`src/rtl/cpu_clk_pkg.sv`:
```
// Shared encodings for the CPU clock run/halt/step controller.
package cpu_clk_pkg;

    localparam int unsigned STEP_W_DEF = 16;

    localparam logic [1:0] CMD_NOP  = 2'b00;
    localparam logic [1:0] CMD_RUN  = 2'b01;
    localparam logic [1:0] CMD_HALT = 2'b10;
    localparam logic [1:0] CMD_STEP = 2'b11;

    typedef enum logic [1:0] {
        ST_HALTED,
        ST_RUN,
        ST_STEP
    } state_e;

endpackage

```
`src/rtl/clk_tick_gen.sv`:
```
// Programmable divider: emits a one-cycle tick every div_q+1 clocks and a toggling clk_cpu level.
// A new divide value applies immediately when halted, otherwise at the next tick.
module clk_tick_gen #(
    parameter int unsigned DIV_W       = 8,
    parameter int unsigned DEFAULT_DIV = 9
) (
    input  logic             clk,
    input  logic             rst_n,
    input  logic             cfg_we,
    input  logic [DIV_W-1:0] cfg_div,
    input  logic             halted,
    output logic             tick,
    output logic             clk_cpu
);

    logic [DIV_W-1:0] cnt_q, cnt_d;
    logic [DIV_W-1:0] div_q, div_d;
    logic [DIV_W-1:0] pend_q, pend_d;
    logic             pend_vld_q, pend_vld_d;
    logic             clk_cpu_q, clk_cpu_d;

    assign tick    = (cnt_q == div_q);
    assign clk_cpu = clk_cpu_q;

    always_comb begin
        cnt_d      = tick ? '0 : cnt_q + 1'b1;
        div_d      = div_q;
        pend_d     = pend_q;
        pend_vld_d = pend_vld_q;
        clk_cpu_d  = clk_cpu_q ^ tick;
        if (tick && pend_vld_q) begin
            div_d      = pend_q;
            pend_vld_d = 1'b0;
        end
        // A write while halted wins over any pending value and restarts the period.
        if (cfg_we) begin
            if (halted) begin
                div_d      = cfg_div;
                cnt_d      = '0;
                pend_vld_d = 1'b0;
            end else begin
                pend_d     = cfg_div;
                pend_vld_d = 1'b1;
            end
        end
    end

    always_ff @(posedge clk or negedge rst_n) begin
        if (!rst_n) begin
            cnt_q      <= '0;
            div_q      <= DIV_W'(DEFAULT_DIV);
            pend_q     <= '0;
            pend_vld_q <= 1'b0;
            clk_cpu_q  <= 1'b0;
        end else begin
            cnt_q      <= cnt_d;
            div_q      <= div_d;
            pend_q     <= pend_d;
            pend_vld_q <= pend_vld_d;
            clk_cpu_q  <= clk_cpu_d;
        end
    end

endmodule

```
`src/rtl/cpu_clk_ctrl.sv`:
```
// Run/halt/single-step controller gating the CPU clock enable from a programmable divider.
// Define CPU_CLK_CTRL_BKPT_EN to add the PC breakpoint comparator.
module cpu_clk_ctrl
    import cpu_clk_pkg::*;
#(
    parameter int unsigned DIV_W       = 8,
    parameter int unsigned DEFAULT_DIV = 9,
    parameter int unsigned STEP_W      = STEP_W_DEF,
    parameter int unsigned PC_W        = 32,
    parameter bit          RESET_RUN   = 1'b0
) (
    input  logic              clk,
    input  logic              rst_n,
    input  logic              cfg_we,
    input  logic [DIV_W-1:0]  cfg_div,
    input  logic              cmd_valid,
    output logic              cmd_ready,
    input  logic [1:0]        cmd_op,
    input  logic [STEP_W-1:0] cmd_steps,
    input  logic [PC_W-1:0]   cpu_pc,
`ifdef CPU_CLK_CTRL_BKPT_EN
    input  logic              bp_en,
    input  logic [PC_W-1:0]   bp_addr,
    output logic              bp_hit,
`endif
    output logic              cpu_ce,
    output logic              clk_cpu,
    output logic              halted,
    output logic [STEP_W-1:0] steps_left
);

    localparam state_e ST_RESET = RESET_RUN ? ST_RUN : ST_HALTED;

    state_e            state_q, state_d;
    logic [STEP_W-1:0] steps_q, steps_d;
    logic              ce_q, ce_d;
    logic              tick;
    logic              cmd_acc;
    logic              bp_stop;

    assign halted     = (state_q == ST_HALTED);
    assign cpu_ce     = ce_q;
    assign steps_left = steps_q;
    assign cmd_ready  = (state_q != ST_STEP) || (cmd_op == CMD_HALT);
    assign cmd_acc    = cmd_valid && cmd_ready;

    clk_tick_gen #(
        .DIV_W       (DIV_W),
        .DEFAULT_DIV (DEFAULT_DIV)
    ) u_tick_gen (
        .clk     (clk),
        .rst_n   (rst_n),
        .cfg_we  (cfg_we),
        .cfg_div (cfg_div),
        .halted  (halted),
        .tick    (tick),
        .clk_cpu (clk_cpu)
    );

`ifdef CPU_CLK_CTRL_BKPT_EN
    logic bp_hit_q, bp_hit_d;
    logic skip_q, skip_d;
    logic go_cmd;

    // Exempting the first tick after a start lets the CPU step off the breakpoint address.
    assign go_cmd  = cmd_acc && ((cmd_op == CMD_RUN) || (cmd_op == CMD_STEP));
    assign bp_stop = tick && !halted && bp_en && (cpu_pc == bp_addr) && !skip_q;
    assign bp_hit  = bp_hit_q;

    always_comb begin
        bp_hit_d = bp_hit_q;
        skip_d   = skip_q;
        if (go_cmd) bp_hit_d = 1'b0;
        if (bp_stop) bp_hit_d = 1'b1;
        if (go_cmd && halted) skip_d = (cpu_pc == bp_addr);
        else if (tick) skip_d = 1'b0;
    end

    always_ff @(posedge clk or negedge rst_n) begin
        if (!rst_n) begin
            bp_hit_q <= 1'b0;
            skip_q   <= 1'b0;
        end else begin
            bp_hit_q <= bp_hit_d;
            skip_q   <= skip_d;
        end
    end
`else
    logic unused_pc;
    assign unused_pc = ^cpu_pc;
    assign bp_stop   = 1'b0;
`endif

    always_comb begin
        state_d = state_q;
        steps_d = steps_q;
        ce_d    = 1'b0;
        unique case (state_q)
            ST_HALTED: begin
                if (cmd_acc && cmd_op == CMD_RUN) begin
                    state_d = ST_RUN;
                end else if (cmd_acc && cmd_op == CMD_STEP) begin
                    state_d = ST_STEP;
                    steps_d = (cmd_steps == '0) ? STEP_W'(1) : cmd_steps;
                end
            end
            ST_RUN: begin
                if (cmd_acc && (cmd_op == CMD_HALT || cmd_op == CMD_STEP)) begin
                    state_d = ST_HALTED;
                end else if (bp_stop) begin
                    state_d = ST_HALTED;
                end else begin
                    ce_d = tick;
                end
            end
            ST_STEP: begin
                // Only HALT can be accepted here.
                if (cmd_acc || bp_stop) begin
                    state_d = ST_HALTED;
                    steps_d = '0;
                end else if (tick) begin
                    ce_d    = 1'b1;
                    steps_d = steps_q - 1'b1;
                    if (steps_q == STEP_W'(1)) state_d = ST_HALTED;
                end
            end
            default: begin
                state_d = ST_HALTED;
                steps_d = '0;
            end
        endcase
    end

    always_ff @(posedge clk or negedge rst_n) begin
        if (!rst_n) begin
            state_q <= ST_RESET;
            steps_q <= '0;
            ce_q    <= 1'b0;
        end else begin
            state_q <= state_d;
            steps_q <= steps_d;
            ce_q    <= ce_d;
        end
    end

endmodule

```
`config.mk`:
```
export PLATFORM = sky130hd
export DESIGN_NAME = cpu_clk_ctrl
export DESIGN_NICKNAME = d
export VERILOG_FILES = /design/src/rtl/cpu_clk_pkg.sv /design/src/rtl/clk_tick_gen.sv /design/src/rtl/cpu_clk_ctrl.sv
export SDC_FILE = /design/constraint.sdc
export NUM_CORES = 1
export LEC_CHECK = 0
export CORE_MARGIN = 4
export CORE_UTILIZATION = 51
export CTS_BUF_LIST = sky130_fd_sc_hd__clkbuf_8
export DETAILED_ROUTE_END_ITERATION = 8
export GPL_ROUTABILITY_DRIVEN = 0
export PLACE_DENSITY_LB_ADDON = 0.2
export SLEW_MARGIN = 40
export SYNTH_ARGS = -nofsm -noshare
export SYNTH_HDL_FRONTEND = slang
export SYNTH_SLANG_ARGS = --single-unit
```
`constraint.sdc`:
```
create_clock -name clk -period 4.5 [get_ports clk]
set_input_delay 0.9 -clock clk [delete_from_list [all_inputs] [get_ports clk]]
set_output_delay 0.9 -clock clk [all_outputs]
set_load 0.02 [all_outputs]
```
---- Yosys cells after proc, flatten, opt, wreduce, memory -nomap -nowiden ----
Cells that the tools add are included.
word-level totals
  output and inout bits ................... 20
  bits of input ports ..................... 62
  flip-flop bits (word level) ............. 45
cells by class
  reductions and logical operators ........ 13
  add/subtract/negate cells ............... 2
  multiplexer cells ....................... 26
  bitwise gates (word level) .............. 3
  eq/ne operators ......................... 14
operator list
  operator                                             count
  two-way mux 16 bit                                   5
  two-way mux 8 bit                                    6
  one-hot mux 16 bit (3 select lines)                  1
  == test 16 x 1 -> 1 bit (second input constant)      1
  logical NOT 16 bit                                   1
  subtractor 16 x 1 -> 16 bit (second input constant)  1
  two-way mux 2 bit                                    6
  adder 8 x 1 -> 8 bit (second input constant)         1
  == test 8 bit                                        1
  AND reduction 4 bit                                  2
  == test 2 bit (second input constant)                3
  two-way mux 1 bit                                    6
  != test 2 bit (second input constant)                3
  one-hot mux 2 bit (3 select lines)                   1
  logical AND 1 bit                                    5
  == test 2 x 1 -> 1 bit (second input constant)       2
  != test 3 x 1 -> 1 bit (second input constant)       1
  != test 3 x 2 -> 1 bit (second input constant)       1
  != test 3 bit (second input constant)                1
  logical NOT 2 bit                                    1
  logical OR 1 bit                                     2
  != test 2 x 1 -> 1 bit (second input constant)       1
  inverter 1 bit                                       2
  one-hot mux 1 bit (2 select lines)                   1
  3 further kinds                                      3

---- Depth between registers and ports, before layout ----
Gate-level depths: netlist (run 1).
  depth in word-level cells ............... 7
  gate-level depth with buffers ........... 7
  gate-level depth less buffers ........... 7

---- By module ----
A second synthesis (run 1) with hierarchy kept.
second synthesis, totals
  cells, all modules ...................... 271
  area, all modules ....................... 2,718.9 µm²
modules (own cells, without submodules)
  module        area an instance (µm²)  sequential area each (µm²)  cells each  instances
  clk_tick_gen  1,360.1                 653.1                       115         1
  cpu_clk_ctrl  1,358.8                 475.5                       156         1

---- Worst setup path after synthesis (run 1) ----
Ideal clock, no wire load.
  path kind ............................... input -> output
  from .................................... input cmd_op[1]
  to ...................................... output cmd_ready
  setup slack ............................. 2,193 ps
  data arrival time ....................... 1,407 ps
  buffers on the path ..................... 0
  stages .................................. 2
  cell sequence ........................... inv_1 > o21ai_0
between the ends
  word-level cells in the longest chain between the ends .. 2
ends and longest elaborated chain
  what              RTL line            text
  from (decl)       cpu_clk_ctrl.sv:18  input logic [1:0] cmd_op,
  == test 2 bit     cpu_clk_ctrl.sv:44  assign cmd_ready = (state_q != ST_STEP) || (cmd_op == CMD_HALT);
  logical OR 1 bit  cpu_clk_ctrl.sv:44
  to (decl)         cpu_clk_ctrl.sv:17  output logic cmd_ready,
Every way passes these cells.

---- Final worst setup path (run 1) ----
Same ends and word-level chain as after synthesis.

==> results_tabular.tex, run 1 <==
\begin{tabular}{lr}
\hline
Metric & Value \\
\hline
\multicolumn{2}{l}{\textbf{Status}} \\
\quad Result of the run & finished clean \\
\multicolumn{2}{l}{\textbf{Worst hold path}} \\
\quad Hold Startpoint & u\_tick\_gen.clk\_cpu\$\_DFF\_PN0\_ \\
\quad Cell count of the worst hold path & 1 \\
\quad End of the worst hold path & u\_tick\_gen.clk\_cpu\$\_DFF\_PN0\_ \\
\quad Hold Path Class & reg -> reg \\
\multicolumn{2}{l}{\textbf{Timing}} \\
\quad Slew Limit Fails & 0 \\
\quad Final worst clock skew & between 5 and 6 ps \\
\quad Minimum setup slack in the final design & 1360 ps \\
\quad Relative slew margins & 52.5\% \\
\quad Final hold violations & 0 \\
\quad Transition time of the tightest slew-check pin & 710 ps \\
\quad Fin crit share & 69.7\% \\
\quad Max frequency & 0.319 GHz \\
\quad Time the final worst path needs with I/O delays and setup & 3140 ps \\
\quad Setup repair after global routing missed its margin & no \\
\quad Setup TNS & 0 ps \\
\quad Total of endpoints with negative setup slack in the final report & 0 \\
\multicolumn{2}{l}{\textbf{Setup path}} \\
\quad Crit path DAT & 2240 ps \\
\quad Element type at the critical path end & output port \\
\quad Reg-to-reg startpoint & state\_q[0]\$\_DFFE\_PN0P\_ \\
\quad End of the worst register-to-register path & steps\_left[13]\$\_DFFE\_PN0P\_ \\
\quad Peak fanout along the critical path & 4 \\
\quad Required time worst endpoint & 3600 ps \\
\quad Number of cell instances on the worst register-to-register path & 7 \\
\quad Type of the setup path with the least slack & in -> out \\
\quad Worst reg-to-reg setup slack & roughly 2000 ps \\
\quad Critical path launch point type & input port \\
\multicolumn{2}{l}{\textbf{Clocking}} \\
\quad Post-cts gate resize count & 0 \\
\quad CTS tree & done \\
\quad Insertion delay to the later sink of the worst-skew pair & 290 ps \\
\quad Buffer levels on the longest clock path & 2 \\
\quad Clock Root Buffer & sky130\_fd\_sc\_hd\_\_clkbuf\_8 \\
\quad Total number of clock tree sinks & 45 \\
\quad Buffers inserted during post-CTS setup optimization & 0 \\
\quad Number of CTS-inserted buffers & 5 \\
\quad H-Tree Level Count & 2 \\
\quad Clock-pin slew reported for the worst setup and hold paths after clock tree synthesis & 80 ps \\
\quad Post-cts hold buffer count & 0 \\
\multicolumn{2}{l}{\textbf{Global route}} \\
\quad Overflow after GRT & 0 \\
\quad Pin count of the biggest net entering global routing & 46 \\
\quad Vias in the first global route & 2137 \\
\quad Antenna violations before repair & 0 \\
\quad Global-route wire length before repair & 10400 um \\
\quad Global-route usage over all layers & a little over a fifth \\
\multicolumn{2}{l}{\textbf{Synth}} \\
\quad Share of synthesized area occupied by flip-flops and latches & 45.8\% \\
\quad Unique cell type count in the Yosys netlist & 48 \\
\quad Simple-gate area share of the yosys netlist & 17.8\% \\
\quad Complex-gate fraction of the synthesized area & 17.4\% \\
\quad Synthesis-stage register bit count & 45 \\
\quad Post-Syn Area & 2460 um\^{}2 \\
\quad Multiplexer share of the synthesized area & under 10\% \\
\quad Fraction of synthesized cell area in xor and xnor cells & 6.04\% \\
\quad Yosys Warn Count & 0 \\
\quad Post-synthesis adder-cell area fraction & 3.05\% \\
\quad Synth Area per Inst & 10.1 um\^{}2 \\
\quad Mapped Cells & 243 \\
\quad Net Count, Synth & 311 \\
\quad Combinational family with the most area after synthesis & simple AND/OR/NAND/NOR gates \\
\multicolumn{2}{l}{\textbf{Power and ir drop}} \\
\quad Maximum vdd ir drop & 0.402 mV \\
\quad Pwr Density & 613 nW/um\^{}2 \\
\quad Static leakage & 1.31 nW \\
\multicolumn{2}{l}{\textbf{Routing}} \\
\quad Routed len/inst & 17.1 um \\
\quad Final Routed Wirelength & 5970 um \\
\quad Highest metal layer with signal wires & met4 \\
\quad Drt pass-1 iters & 4 \\
\quad Met3 Wirelength & between 400 and 500 um \\
\quad Count of unresolved DRC violations after routing & 0 \\
\quad Iter 0 DRT Violations & 241 \\
\quad Detailed-route vias per instance & 6.11 \\
\quad Antenna viol nets, final & 0 \\
\quad Total vias in the final route & $\sim$2.1k \\
\quad Met2 wirelength from detailed routing & 2730 um \\
\quad Met1 wire length & 2750 um \\
\multicolumn{2}{l}{\textbf{Final layout}} \\
\quad Layout Area Growth over Synthesis & 25.3\% \\
\quad Final Net Count & roughly 360 \\
\quad Share of final-layout standard cells stronger than drive strength 1 & roughly 11\% \\
\quad Count of inserted antenna diode cells & 0 \\
\multicolumn{2}{l}{\textbf{Placement}} \\
\quad Total of buffers placed on input and output ports & 49 \\
\quad Pre-CTS setup slack & $\sim$1400 ps \\
\quad Post-DP HPWL & 4270 um \\
\multicolumn{2}{l}{\textbf{Floorplanning}} \\
\quad Initial core utilization & 52.5\% \\
\quad Standard cell core area & roughly 4700 um\^{}2 \\
\quad Row cnt & 25 \\
\quad X dimension of the die & 77.5 um \\
\quad Die H & 77.5 um \\
\quad Floorplan die area & 6010 um\^{}2 \\
\quad Num ports & 82 \\
\multicolumn{2}{l}{\textbf{Run}} \\
\quad Count of max-cap constraint violations & 0 \\
\hline
\end{tabular}
cells by family (layout without fill, tap and decap cells):
kind of cell / count (synthesis) / in the layout
and+or+nand+nor: 80 / 80
AOI/OAI and AO/OA: 64 / 64
DFF: 45 / 45
xor gates and xnor gates: 17 / 17
muxes: 17 / 17
buffers and inverters: 14 / 67
adders and majority gates: 6 / 6
flip-flops by register name, summed over array words and instances, names as in the netlist:
name                   cells
u_tick_gen.pend_vld_q      1
u_tick_gen.div_q           8
state_q                    2
u_tick_gen.cnt_q           8
u_tick_gen.pend_q          8
u_tick_gen.clk_cpu         1
cpu_ce                     1
steps_left                16
layer usage:
layer,GRT usage [%],vias up
li1,-,1015
met1,30.6,1032
met5,0,-
met4,5.69,0
met3,4.87,8
met2,31.8,83
cell usage after synthesis, drive strengths merged:
master / number / share of area, %
a22oi: 6 / 1.8
nor3: 5 / 1.2
and4: 1 / 0.36
nor2: 24 / 3.7
mux2i: 8 / 3.3
clkbuf: 5 / 1.2
dfstp: 2 / 2.1
o31ai: 1 / 0.30
or4: 2 / 0.76
ha: 6 / 3.0
a22o: 2 / 0.71
o2bb2ai: 3 / 1.1
nand4: 1 / 0.25
nand2: 16 / 2.4
nand3: 8 / 1.8
nor4: 13 / 4.3
and3: 3 / 0.76
or3: 2 / 0.71
a32oi: 3 / 1.1
o221ai: 1 / 0.36
o22a: 1 / 0.36
nand3b: 1 / 0.30
mux2: 9 / 4.1
inv: 9 / 1.4
o21a: 1 / 0.30
o21ai: 11 / 2.4
dfrtp: 43 / 44
a211oi: 2 / 0.61
and2: 1 / 0.30
o311ai: 6 / 2.1
a21oi: 16 / 3.3
a31oi: 3 / 0.76
nand4b: 1 / 0.36
xor2: 14 / 5.0
xnor2: 3 / 1.1
nor2b: 1 / 0.25
nor3b: 1 / 0.30
a21o: 2 / 0.61
a31o: 1 / 0.36
o22ai: 5 / 1.3
worst max path at each step:
stage,start,to,slack (ps),cells after the start
3_5_place_dp,cmd_op[1],cmd_ready,1370,4
6_report,cmd_op[1],cmd_ready,1360,4
5_1_grt,cmd_op[1],cmd_ready,1340,4
3_3_place_gp,cmd_op[1],cmd_ready,1360,4
4_1_cts,state_q[0]$_DFFE_PN0P_,halted,1340,3
2_1_floorplan,cmd_op[1],cmd_ready,2190,2
per-stage QoR:
stage | power, mW | cells | utilization [%] | instance area [um^2] | hold WS [ps]
global route | 2.04 | 350 | 65.8 | 3090 | 533
floorplan | 1.32 | 243 | - | 2460 | 480
global placement | 1.62 | 342 | 63.8 | 3000 | 462
CTS | 1.90 | 350 | 65.8 | 3090 | 511
finish | 1.89 | 350 | 65.8 | 3090 | 495
detailed placement | 1.64 | 342 | 63.9 | 3000 | 487
area by class of cell:
class / count / area [um^2]
flip-flops and latches: 45 / 1130
clock buffers: 5 / 68.8
repair buffers: 50 / 495
fillers: 400 / 1600
inverters: 9 / 33.8
multi-input cells: 184 / 1270
clock inverters: 3 / 18.8
well taps: 54 / 67.6
worst max-delay path, cell delays in order:
cell,delay (ps)
sky130_fd_sc_hd__clkdlybuf4s50_1,520
sky130_fd_sc_hd__inv_1,50
sky130_fd_sc_hd__o21ai_0,140
sky130_fd_sc_hd__clkdlybuf4s50_1,620
cells in the final DEF, fill, tap and decap left out, types with 2 or more instances in the layout:
| cell | netlist | final |
|---|---|---|
| sky130_fd_sc_hd__nor3_1 | 4 | 4 |
| sky130_fd_sc_hd__buf_4 | 0 | 2 |
| sky130_fd_sc_hd__nand3_1 | 7 | 7 |
| sky130_fd_sc_hd__a32oi_1 | 3 | 3 |
| sky130_fd_sc_hd__inv_1 | 9 | 10 |
| sky130_fd_sc_hd__clkdlybuf4s50_1 | 0 | 48 |
| sky130_fd_sc_hd__nor4_2 | 4 | 4 |
| sky130_fd_sc_hd__a31oi_1 | 3 | 3 |
| sky130_fd_sc_hd__a21o_1 | 2 | 2 |
| sky130_fd_sc_hd__a22o_1 | 2 | 2 |
| sky130_fd_sc_hd__a21oi_1 | 16 | 16 |
| sky130_fd_sc_hd__nor2_1 | 24 | 24 |
| sky130_fd_sc_hd__o21ai_1 | 4 | 4 |
| sky130_fd_sc_hd__o311ai_0 | 6 | 6 |
| sky130_fd_sc_hd__o2bb2ai_1 | 3 | 3 |
| sky130_fd_sc_hd__clkinvlp_4 | 0 | 2 |
| sky130_fd_sc_hd__clkbuf_8 | 1 | 5 |
| sky130_fd_sc_hd__xor2_1 | 14 | 14 |
| sky130_fd_sc_hd__dfstp_2 | 2 | 2 |
| sky130_fd_sc_hd__ha_1 | 6 | 5 |
| sky130_fd_sc_hd__xnor2_1 | 3 | 3 |
| sky130_fd_sc_hd__o21ai_0 | 6 | 6 |
| sky130_fd_sc_hd__mux2i_1 | 8 | 8 |
| sky130_fd_sc_hd__mux2_2 | 9 | 9 |
| sky130_fd_sc_hd__a22oi_1 | 6 | 6 |
| sky130_fd_sc_hd__and3_1 | 3 | 3 |
| sky130_fd_sc_hd__nor4_1 | 9 | 9 |
| sky130_fd_sc_hd__o22ai_1 | 5 | 5 |
| sky130_fd_sc_hd__dfrtp_1 | 43 | 43 |
| sky130_fd_sc_hd__nand2_1 | 16 | 16 |
| sky130_fd_sc_hd__a211oi_1 | 2 | 2 |
power by group:
part	total (mW)	switching, mW	internal [mW]
clock network	0.245	0.137	0.107
registers	0.728	0.161	0.567
logic	0.920	0.507	0.414
No activity file was read; power rests on OpenSTA's default activity.
==> run 2, diff against run 1 <==
--- a/config.mk
+++ b/config.mk
@@ -6,7 +6,7 @@
 export NUM_CORES = 1
 export LEC_CHECK = 0
 export CORE_MARGIN = 4
-export CORE_UTILIZATION = 51
+export CORE_UTILIZATION = 47
 export CTS_BUF_LIST = sky130_fd_sc_hd__clkbuf_8
 export DETAILED_ROUTE_END_ITERATION = 8
 export GPL_ROUTABILITY_DRIVEN = 0
==> constraint.sdc (replaced) <==
create_clock -name clk -period 3.1 [get_ports clk]
set_input_delay 0.62 -clock clk [delete_from_list [all_inputs] [get_ports clk]]
set_output_delay 0.62 -clock clk [all_outputs]
set_load 0.02 [all_outputs]
==> run 2 against run 1 <==
Clock-buffer cell count rose by 1. Sequential power up 44%. Largest cell class unchanged. Power grew 46%. Register-to-register slack worse by 1200 ps. Critical path depth unchanged. First-iteration DRC count shrank 43%. Worst setup slack got worse by 850 ps. Core utilization is 4.4 points lower. Worst hold slack lost 190 ps.
==> results_tabular.tex, run 2 (synthesis results as in run 1) <==
\begin{tabular}{lr}
\hline
Metric & Value \\
\hline
\multicolumn{2}{l}{\textbf{Status}} \\
\quad Result of the run & finished clean \\
\multicolumn{2}{l}{\textbf{Timing}} \\
\quad Fin crit share & 83.5\% \\
\quad Smallest hold slack & 304 ps \\
\quad Setup repair after global routing missed its margin & no \\
\quad Minimum setup slack in the final design & 513 ps \\
\quad Max frequency & between 0.3 and 0.4 GHz \\
\quad Total of endpoints with negative setup slack in the final report & 0 \\
\quad Final hold violations & 0 \\
\quad Slew Limit Fails & 0 \\
\quad Time the final worst path needs with I/O delays and setup & 2590 ps \\
\quad Relative slew margins & a little under three fifths \\
\quad Setup TNS & 0 ps \\
\quad Transition time of the tightest slew-check pin & 660 ps \\
\quad Final worst clock skew & about 11 ps \\
\multicolumn{2}{l}{\textbf{Setup path}} \\
\quad Number of cell instances on the worst register-to-register path & 5 \\
\quad Worst reg-to-reg setup slack & 820 ps \\
\quad Reg-to-reg startpoint & u\_tick\_gen.div\_q[7]\$\_DFF\_PN0\_ \\
\quad Crit path DAT & 1970 ps \\
\quad Required time worst endpoint & 2480 ps \\
\quad Type of the setup path with the least slack & in -> out \\
\quad Critical path launch point type & input port \\
\quad Element type at the critical path end & output port \\
\quad End of the worst register-to-register path & steps\_left[9]\$\_DFFE\_PN0P\_ \\
\quad Peak fanout along the critical path & 4 \\
\multicolumn{2}{l}{\textbf{Final layout}} \\
\quad Count of inserted antenna diode cells & 0 \\
\quad Final Net Count & 367 \\
\quad Final non-filler cell area & 3140 um\^{}2 \\
\quad Area used by sequential logic in the layout & 1130 um\^{}2 \\
\quad Most frequent cells in the layout & sky130\_fd\_sc\_hd\_\_clkdlybuf4s50\_1 (48), sky130\_fd\_sc\_hd\_\_dfrtp\_1 (43), sky130\_fd\_sc\_hd\_\_nor2\_1 (24), sky130\_fd\_sc\_hd\_\_nand2\_1 (16), sky130\_fd\_sc\_hd\_\_a21oi\_1 (16) \\
\quad Number of fill cells & 474 \\
\quad Final core utilization & 61.4\% \\
\quad Post-layout instance count excluding filler cells & 370 \\
\quad Share of final-layout standard cells stronger than drive strength 1 & 11.3\% \\
\quad Area occupied by multi-input gates & 1270 um\^{}2 \\
\quad Most common cell after layout, fill and taps aside & sky130\_fd\_sc\_hd\_\_clkdlybuf4s50\_1 \\
\quad Max reg flops & 16 \\
\quad Layout Area Growth over Synthesis & 27.4\% \\
\multicolumn{2}{l}{\textbf{Routing}} \\
\quad Final Routed Wirelength & 5950 um \\
\quad Count of unresolved DRC violations after routing & 0 \\
\quad Drt pass-1 iters & 4 \\
\quad Total vias in the final route & roughly 2.1k \\
\quad Iter 0 DRT Violations & 138 \\
\quad Routed len/inst & approximately 16 um \\
\quad Antenna viol nets, final & 0 \\
\quad Detailed-route vias per instance & 5.76 \\
\multicolumn{2}{l}{\textbf{Floorplanning}} \\
\quad X dimension of the die & 80.4 um \\
\quad Floorplan die area & approximately 6500 um\^{}2 \\
\quad Standard cell core area & 5110 um\^{}2 \\
\quad Die H & 80.4 um \\
\quad Initial core utilization & 48.2\% \\
\quad Num ports & about 80 \\
\quad Row cnt & 26 \\
\multicolumn{2}{l}{\textbf{Clocking}} \\
\quad Number of CTS-inserted buffers & 5 \\
\quad H-Tree Level Count & 2 \\
\quad Post-cts gate resize count & 0 \\
\quad Buffers inserted during post-CTS setup optimization & 0 \\
\quad CTS tree & done \\
\quad Total number of clock tree sinks & 45 \\
\quad Post-cts hold buffer count & 0 \\
\quad Clock Root Buffer & sky130\_fd\_sc\_hd\_\_clkbuf\_8 \\
\quad Clock-pin slew reported for the worst setup and hold paths after clock tree synthesis & around 90 ps \\
\quad Buffer levels on the longest clock path & 2 \\
\quad Insertion delay to the later sink of the worst-skew pair & 300 ps \\
\multicolumn{2}{l}{\textbf{Global route}} \\
\quad Pin count of the biggest net entering global routing & 46 \\
\quad Overflow after GRT & 0 \\
\quad Vias in the first global route & roughly 2.1k \\
\quad Global-route wire length before repair & 9540 um \\
\quad Antenna violations before repair & 0 \\
\quad Global-route usage over all layers & 19.0\% \\
\multicolumn{2}{l}{\textbf{Placement}} \\
\quad Post-DP HPWL & 4300 um \\
\quad Total instance count after detailed placement & about 360 \\
\quad Total of buffers placed on input and output ports & 49 \\
\quad Pre-CTS setup slack & 504 ps \\
\quad Placement-stage cell area & 3050 um\^{}2 \\
\multicolumn{2}{l}{\textbf{Worst hold path}} \\
\quad Hold Path Class & in -> async \\
\multicolumn{2}{l}{\textbf{Power and ir drop}} \\
\quad Total power draw & 2.77 mW \\
\quad Maximum vdd ir drop & 0.478 mV \\
\quad Pwr Density & 881 nW/um\^{}2 \\
\quad Static leakage & 1.35 nW \\
\multicolumn{2}{l}{\textbf{Run}} \\
\quad Count of max-cap constraint violations & 0 \\
\hline
\end{tabular}
## run 2: where the power goes
part           switching [mW]  internal (mW)
clock                   0.193          0.176
combinational           0.730          0.617
sequential              0.228          0.823
total                    1.15           1.62
## run 2: how the worst max path moves through the flow
stage / from / end / slack (ps) / cells after the start
6_report: cmd_op[1] / cmd_ready / 510 / 4
5_1_grt: cmd_op[1] / cmd_ready / 420 / 4
4_1_cts: cmd_op[1] / cmd_ready / 500 / 4
3_5_place_dp: cmd_op[1] / cmd_ready / 500 / 4
3_3_place_gp: cmd_op[1] / cmd_ready / 520 / 4
2_1_floorplan: state_q[0]$_DFFE_PN0P_ / steps_left[7]$_DFFE_PN0P_ / 1140 / 7
## run 2: area by class of cell
type	instances	share of cell area, %
Timing Repair Buffer	54	16.7
Multi-Input combinational cell	184	40.6
Clock inverter	2	0.239
Sequential cell	45	36.0
Tap cell	70	2.79
Clock buffer	6	2.63
Inverter	9	1.08
## run 2: critical path, cell delays in order
cell	delay [ps]
sky130_fd_sc_hd__clkdlybuf4s50_1	520
sky130_fd_sc_hd__inv_1	50
sky130_fd_sc_hd__o21ai_0	150
sky130_fd_sc_hd__clkdlybuf4s50_1	620
## run 2: metal layers
metal / global-route usage [%] / wire length, um / up-vias
met1: 23.6 / 2600 / 1032
met3: 4.82 / 400 / 2
li1: - / - / 1028
met5: 0 / 0 / -
met2: 32.2 / 2920 / 70
met4: 6.08 / 32 / 0
